### config.mk
export PLATFORM = sky130hd
export DESIGN_NAME = multi_channel_watchdog
export DESIGN_NICKNAME = d
export VERILOG_FILES = /design/src/rtl/multi_channel_watchdog.sv
export SDC_FILE = /design/constraint.sdc
export NUM_CORES = 1
export LEC_CHECK = 0
export CAP_MARGIN = 20
export CORE_MARGIN = 2
export CORE_UTILIZATION = 37
export CTS_CLUSTER_SIZE = 24
export DETAILED_ROUTE_END_ITERATION = 10
export PLACE_DENSITY = 0.71
export SYNTH_ARGS = -nofsm -noshare
export SYNTH_HDL_FRONTEND = slang
export SYNTH_SLANG_ARGS = --single-unit
### constraint.sdc
create_clock -name clk -period 4.8 [get_ports clk]
set_input_delay 0.48 -clock clk [delete_from_list [all_inputs] [get_ports clk]]
set_output_delay 0.48 -clock clk [all_outputs]
set_load 0.03 [all_outputs]
### src/rtl/multi_channel_watchdog.sv
// multi_channel_watchdog: N independent heartbeat supervisors with a shared,
// lowest-index fault report and a fixed-length system reset pulse.
//
// Channel FSM states:
//   state   | meaning
//   IDLE    | channel disabled, counter held at 0, no flags
//   RUN     | counting cycles since the last heartbeat, warning decoded here
//   TRIP    | heartbeat missed for TIMEOUT_CYCLES, counter saturated
module multi_channel_watchdog #(
  parameter int N_CH           = 4,
  parameter int WARN_CYCLES    = 6,
  parameter int TIMEOUT_CYCLES = 10,
  parameter int RESET_PULSE    = 3,
  parameter int STICKY         = 1,
  parameter int CNT_W          = $clog2(TIMEOUT_CYCLES + 1)
) (
  input  logic                    clk,
  input  logic                    rst,
  input  logic [N_CH-1:0]         heartbeat,
  input  logic [N_CH-1:0]         enable,
  input  logic [N_CH-1:0]         clear,
  input  logic                    force_reset,
  output logic [N_CH-1:0]         warning,
  output logic [N_CH-1:0]         triggered,
  output logic                    any_trip,
  output logic [3:0]              fault_id,
  output logic                    sys_reset_o,
  output logic [N_CH*CNT_W-1:0]   count_o
);

  localparam int PW = $clog2(RESET_PULSE + 1);
  localparam logic [CNT_W-1:0] LP_TIMEOUT  = CNT_W'(TIMEOUT_CYCLES);
  localparam logic [CNT_W-1:0] LP_LAST_RUN = CNT_W'(TIMEOUT_CYCLES - 1);
  localparam logic [CNT_W-1:0] LP_WARN     = CNT_W'(WARN_CYCLES);

  typedef enum logic [1:0] {
    ST_IDLE = 2'd0,
    ST_RUN  = 2'd1,
    ST_TRIP = 2'd2
  } state_t;

  state_t           r_state     [N_CH];
  state_t           w_state_nxt [N_CH];
  logic [CNT_W-1:0] r_cnt       [N_CH];
  logic [CNT_W-1:0] w_cnt_nxt   [N_CH];

  logic [N_CH-1:0]  r_trig_prev;
  logic [PW-1:0]    r_pulse_cnt;
  logic             w_event;

  // Channel state and counter registers.
  always_ff @(posedge clk) begin
    if (rst) begin
      for (int i = 0; i < N_CH; i++) begin
        r_state[i] <= ST_IDLE;
        r_cnt[i]   <= '0;
      end
    end else begin
      for (int i = 0; i < N_CH; i++) begin
        r_state[i] <= w_state_nxt[i];
        r_cnt[i]   <= w_cnt_nxt[i];
      end
    end
  end

  // Next-state logic; disable beats clear, clear beats heartbeat, heartbeat beats counting.
  always_comb begin
    for (int i = 0; i < N_CH; i++) begin
      w_state_nxt[i] = r_state[i];
      w_cnt_nxt[i]   = r_cnt[i];
      if (!enable[i]) begin
        w_state_nxt[i] = ST_IDLE;
        w_cnt_nxt[i]   = '0;
      end else begin
        case (r_state[i])
          ST_IDLE: begin
            w_state_nxt[i] = ST_RUN;
            w_cnt_nxt[i]   = '0;
          end
          ST_RUN: begin
            if (heartbeat[i]) begin
              w_cnt_nxt[i] = '0;
            end else if (r_cnt[i] == LP_LAST_RUN) begin
              w_state_nxt[i] = ST_TRIP;
              w_cnt_nxt[i]   = LP_TIMEOUT;
            end else begin
              w_cnt_nxt[i] = r_cnt[i] + CNT_W'(1);
            end
          end
          ST_TRIP: begin
            // Non-sticky builds let a late heartbeat recover the channel.
            if (clear[i] || (STICKY == 0 && heartbeat[i])) begin
              w_state_nxt[i] = ST_RUN;
              w_cnt_nxt[i]   = '0;
            end else begin
              w_cnt_nxt[i] = LP_TIMEOUT;
            end
          end
          default: begin
            w_state_nxt[i] = ST_IDLE;
            w_cnt_nxt[i]   = '0;
          end
        endcase
      end
    end
  end

  // Per-channel flag decode from registered state, plus packed counter view.
  always_comb begin
    warning   = '0;
    triggered = '0;
    count_o   = '0;
    for (int i = 0; i < N_CH; i++) begin
      triggered[i] = (r_state[i] == ST_TRIP);
      warning[i]   = (r_state[i] == ST_RUN) && (r_cnt[i] >= LP_WARN);
      count_o[i*CNT_W +: CNT_W] = r_cnt[i];
    end
  end

  // Lowest-index fault report; scanning downward lets the lowest index win.
  always_comb begin
    fault_id = 4'd0;
    any_trip = |triggered;
    for (int i = N_CH - 1; i >= 0; i--) begin
      if (triggered[i]) fault_id = 4'(i);
    end
  end

  assign w_event     = (|(triggered & ~r_trig_prev)) | force_reset;
  assign sys_reset_o = (r_pulse_cnt != '0);

  // Pulse generator: one fixed-length pulse per event, events during a pulse dropped.
  always_ff @(posedge clk) begin
    if (rst) begin
      r_trig_prev <= '0;
      r_pulse_cnt <= '0;
    end else begin
      r_trig_prev <= triggered;
      if (r_pulse_cnt != '0) begin
        r_pulse_cnt <= r_pulse_cnt - PW'(1);
      end else if (w_event) begin
        r_pulse_cnt <= PW'(RESET_PULSE);
      end
    end
  end

endmodule

==> results.cfg, run 1 <==
[sta]
hold_viol_final = 0
period_minus_slack_ns = 2.60
clock.fmax_ghz = 0.385
worst_slack_ns = 2.20
slew_viol_final = 0
rsz0062_at_grt = false
timing.final.crit_share_pct = 54.1
setup_tns_ns = 0
whs_ns = 0.482
finClkSkew_ns = 0.00542
finalSetupViolCount = 0

[die]
fp.dieW_microns = 74.1
die_height_microns = 74.1
dieArea_sq_um = 5480
coreArea_sq_um = 4720
io_pins = 45
rows = 25
start_util_pct = 38.4

[critical_path]
worst_ep_arrival_time_ns = 2.12
worst-path-stages = 4
r2r_cells = 6
worst_setup_path_end_kind = output pin
timing.rr.start = r_state[3][0]
slowest_stage = clkdlybuf4s50_1
worstSetupStartpoint = r_state[3][0]
path_cells = inv_1 > ha_1 > or4_1 > clkdlybuf4s50_1
path_class = flop to output pin
critPathRequiredTime_ns = 4.32
timing.rr.end = r_state[3][0]
r2r_slack_ns = 3.07
critical-path-max-stage-delay_ns = 0.60
critPathCapture = any_trip
start_kind = flop
cp_max_fo = 6
path_delay_family = buffers and inverters
critPathBufInv = 2

[logic_synthesis]
syn_area_sq_um = 1820
async_flop_share_pct = 0
yosys-top-cells-area = dfxtp_1 33%, ha_1 21%, nor2_1 5.2%
synth_top_area_share_pct = 33.1
ys.flop_type = dfxtp_1
synth_edf_count = 0
synth_common_cells = 30 x dfxtp_1, 30 x ha_1, 25 x nor2_1
yosys_warnings = 0
syn_inst = 204
yosysSeqAreaShare_pct = 33.1
netlist-cell-type-count = 40
synth.avg_cell_area_sq_um = 8.90
ys_ff_latch = 30
yosysTopAreaCell = dfxtp_1

[detailed_routing]
drt-initial-drc-count = 71
vias = 1504
wire_per_inst_microns = 11.4
first_pass_iters = 4
ant_nets = 0
vias_per_cell = 4.74
route.detailed.drc = 0
routed_wirelength_microns = 3620

[cts]
cts.root.buffer_cell = clkbuf_8
clock_sinks = 30
cts_tree = built
h-tree-depth = 2
cts_setup_buffers = 0
cts_made_buffers = 5
clkLatencyLatePin_ns = 0.28
cts_hold_buf = 0
clkSlewWorstSetupHoldPaths_ns = 0.06
cts_resized = 0
cts_buffer_depth = 2

[power_and_ir_drop]
total_power_uw = 541
cellLeakagePower_nw = 0.951
ir_drop_mv = 0.115
p_per_area_nw_per_um2 = 227

[global_route]
grt_max_degree = 14
grt.overflow.total = 0
grt_antenna_before_repair = 0
track_usage_pct = 14.1
grt_pass1_wl_microns = 5980
grt_pass1_vias = 1356

[job]
maxCapViolCount = 0

[layout]
multiInputGateArea_sq_um = 1120
nets = 296
finish.utilization_pct = 50.5
final_cells = 317
area_delta_synth_final_pct = 31.5
fill_cells = 471
n_antenna_cell = 0
design_area_sq_um = 2390
drive_gt1_share_pct = 6.40
regArea_sq_um = 601

[worst_hold_path]
min_path_type = flop to flop

[place]
pre_cts_slack_ns = 2.48
dp_cells = 311
post-dp-hpwl_microns = 2910
gp_routability_congestion = 0.790
portBuffers = 42
placed_area_sq_um = 2300

[status]
status = complete, no violations
==> kinds of logic after synthesis <==
| group | after synthesis | share of synthesized area [%] |
|---|---|---|
| simple gates | 76 | 22.7 |
| other cells | 1 | 0.207 |
| mux | 4 | 2.48 |
| fa+ha+maj | 30 | 20.7 |
| compound gates | 33 | 12.8 |
| buf+inv | 25 | 5.58 |
| flops | 30 | 33.1 |
| xor+xnor | 5 | 2.41 |
==> tightest hold or removal path, cell delays in order (launching register included) <==
cell	delay, ns
dfxtp_1	0.31
inv_1	0.07
a21oi_1	0.06
==> cell usage in the layout, fill, tap and decap left out, types with 3 or more instances in the layout <==
| master | instances |
|---|---|
| clkdlybuf4s50_1 | 42 |
| ha_1 | 30 |
| dfxtp_1 | 30 |
| nor2_1 | 25 |
| inv_1 | 22 |
| nand2_1 | 10 |
| o21a_1 | 8 |
| nor2b_1 | 7 |
| nand3_1 | 6 |
| o21ai_0 | 6 |
| nor3_1 | 6 |
| clkbuf_8 | 6 |
| a21oi_1 | 5 |
| nand2b_1 | 4 |
| mux2_2 | 4 |
| xor2_1 | 3 |
| nand4b_1 | 3 |
==> cell type report <==
| cell class | count | area share [%] |
|---|---|---|
| Clock buffer | 6 | 3.46 |
| Multi-Input combinational cell | 150 | 46.8 |
| Timing Repair Buffer | 42 | 17.6 |
| Inverter | 22 | 3.46 |
| Sequential cell | 30 | 25.2 |
| Tap cell | 67 | 3.51 |
==> state kept, by name, summed over array words and instances, names as in the netlist <==
signal       cells
r_pulse_cnt      2
r_cnt           16
r_trig_prev      4
r_state          8
==> power breakdown <==
group	leakage [nW]	internal [mW]	total [mW]	switching, mW
clock	0.0431	0.110	0.194	0.0838
sequential	0.243	0.258	0.262	0.00452
combinational	0.665	0.0397	0.0847	0.0450
==> metal layers <==
layer  GRT usage (%)  share of wire (%)  vias up
li1                -                  -      780
met1            18.0                 48      684
met2            23.0                 47       37
met3            3.79                4.7        3
met4            4.85               0.97        0
met5               0                  0        -
==> worst min path at each step <==
stage,endpoint,start,cells past startpoint,slack (ns)
3_5_place_dp,r_pulse_cnt[0],r_pulse_cnt[0],2,0.48
4_1_cts,r_pulse_cnt[0],r_pulse_cnt[0],2,0.48
6_report,r_pulse_cnt[0],r_pulse_cnt[0],2,0.48
2_1_floorplan,r_pulse_cnt[0],r_pulse_cnt[0],2,0.45
3_3_place_gp,r_pulse_cnt[0],r_pulse_cnt[0],2,0.46
5_1_grt,r_pulse_cnt[0],r_pulse_cnt[0],2,0.53
(Power assumes the default switching activity.)
==> inputs of run 2 (changes only) <==
clock period = 2.5 ns   (was 4.8 ns; I/O delays follow)
==> results.cfg, run 2 (same netlist as run 1, synthesis figures left out) <==
[status]
status = complete, no violations

[layout]
n_antenna_cell = 0
design_area_sq_um = 2390
top_register = r_cnt
largest_reg_flops = 16
layout_common_cells = 42 x clkdlybuf4s50_1, 30 x ha_1, 30 x dfxtp_1, 25 x nor2_1, 22 x inv_1
reg.largest.list = r_cnt (16), r_state (8), r_trig_prev (4)
final_common_cell = clkdlybuf4s50_1
nets = 297
final_cells = 318
fill_cells = 456
area_delta_synth_final_pct = 31.9
drive_gt1_share_pct = 6.77

[global_route]
grt_antenna_before_repair = 0
track_usage_pct = 14.2
grt.overflow.total = 0
grt_pass1_vias = 1368
grt_pass1_wl_microns = 5940
grt_max_degree = 14

[sta]
hold_viol_final = 0
rsz0062_at_grt = false
setup_tns_ns = 0
period_minus_slack_ns = 2.38
finalSetupViolCount = 0
clock.fmax_ghz = 0.420
slew_viol_final = 0
timing.final.crit_share_pct = 95.3
finClkSkew_ns = 0.00609

[detailed_routing]
wire_per_inst_microns = 11.3
vias_per_cell = 4.74
routed_wirelength_microns = 3600
drt-initial-drc-count = 53
route.detailed.drc = 0
vias = 1506
first_pass_iters = 4
ant_nets = 0

[cts]
cts_hold_buf = 0
h-tree-depth = 2
cts_buffer_depth = 2
cts_setup_buffers = 0
cts_resized = 0
cts.root.buffer_cell = clkbuf_8
cts_made_buffers = 5
clkSlewWorstSetupHoldPaths_ns = 0.06
cts_tree = built
clock_sinks = 30
clkLatencyLatePin_ns = 0.28

[die]
die_height_microns = 74.1
coreArea_sq_um = 4720
start_util_pct = 38.4
io_pins = 45
fp.dieW_microns = 74.1
dieArea_sq_um = 5480
rows = 25

[place]
portBuffers = 42
gp_routability_congestion = 0.807
dp_cells = 312
placed_area_sq_um = 2310
post-dp-hpwl_microns = 2900

[power_and_ir_drop]
cellLeakagePower_nw = 0.956
p_per_area_nw_per_um2 = 433
p_switching_uw = 255
switching_share_pct = 24.6
power_frac_seq_pct = 48.5
clock_power_share_pct = 35.9
p_int_uw = 782
combPwrFrac_pct = 15.5
ir_drop_mv = 0.208

[worst_hold_path]
min_path_type = flop to flop

[critical_path]
path_class = flop to output pin
start_kind = flop
cp_max_fo = 6
worst_setup_path_end_kind = output pin
r2r_slack_ns = 0.76
worst_ep_arrival_time_ns = 2.13
critPathRequiredTime_ns = 2.25

[job]
maxCapViolCount = 0
==> run 2: cell count changes in the layout (fill, tap and decap cells not counted) <==
cell,change
buf_4,+1
==> run 2: metal layers <==
metal	wire [microns]	global-route usage, %
met1	1680	18.0
met2	1670	22.5
met3	190	4.61
met4	63	5.45
met5	0	0
==> run 2: worst max-delay path: stages, from the launching register on <==
cell and delay (ns):
dfxtp_1 0.36, inv_1 0.09, ha_1 0.28, or4_1 0.53, clkdlybuf4s50_1 0.60
==> run 2: final timing paths <==
| path | start | cells past startpoint | endpoint |
|---|---|---|---|
| max reg2reg | r_state[1][0] | 6 | r_pulse_cnt[1] |
| min | r_pulse_cnt[0] | 2 | r_pulse_cnt[0] |
| max | r_state[3][0] | 4 | any_trip |
| min reg2reg | r_pulse_cnt[0] | 2 | r_pulse_cnt[0] |
==> run 2: layout make-up <==
cell class | instances | area (sq um) | share of cell area, %
Tap cell | 67 | 83.8 | 3.50
Clock buffer | 6 | 82.6 | 3.45
Inverter | 22 | 82.6 | 3.45
Sequential cell | 30 | 601 | 25.1
Timing Repair Buffer | 43 | 428 | 17.9
Multi-Input combinational cell | 150 | 1120 | 46.7
==> run 2: power by group through the flow <==
stage	clock network, mW	registers [mW]	logic (mW)
finish	0.372	0.503	0.161
global route	0.407	0.505	0.179
CTS	0.387	0.503	0.162
detailed placement	0	0.514	0.162
global placement	0	0.513	0.160
floorplan	0	0.513	0.105
==> run 2: stage by stage <==
step / setup slack (ns) / hold slack, ns / utilization, % / power, mW
floorplan: 0.500 / 0.367 / - / 0.618
global placement: 0.466 / 0.464 / 49.0 / 0.672
detailed placement: 0.415 / 0.471 / 49.0 / 0.675
CTS: 0.102 / 0.480 / 50.7 / 1.05
global route: 0.0413 / 0.534 / 50.7 / 1.09
finish: 0.118 / 0.479 / 50.7 / 1.04
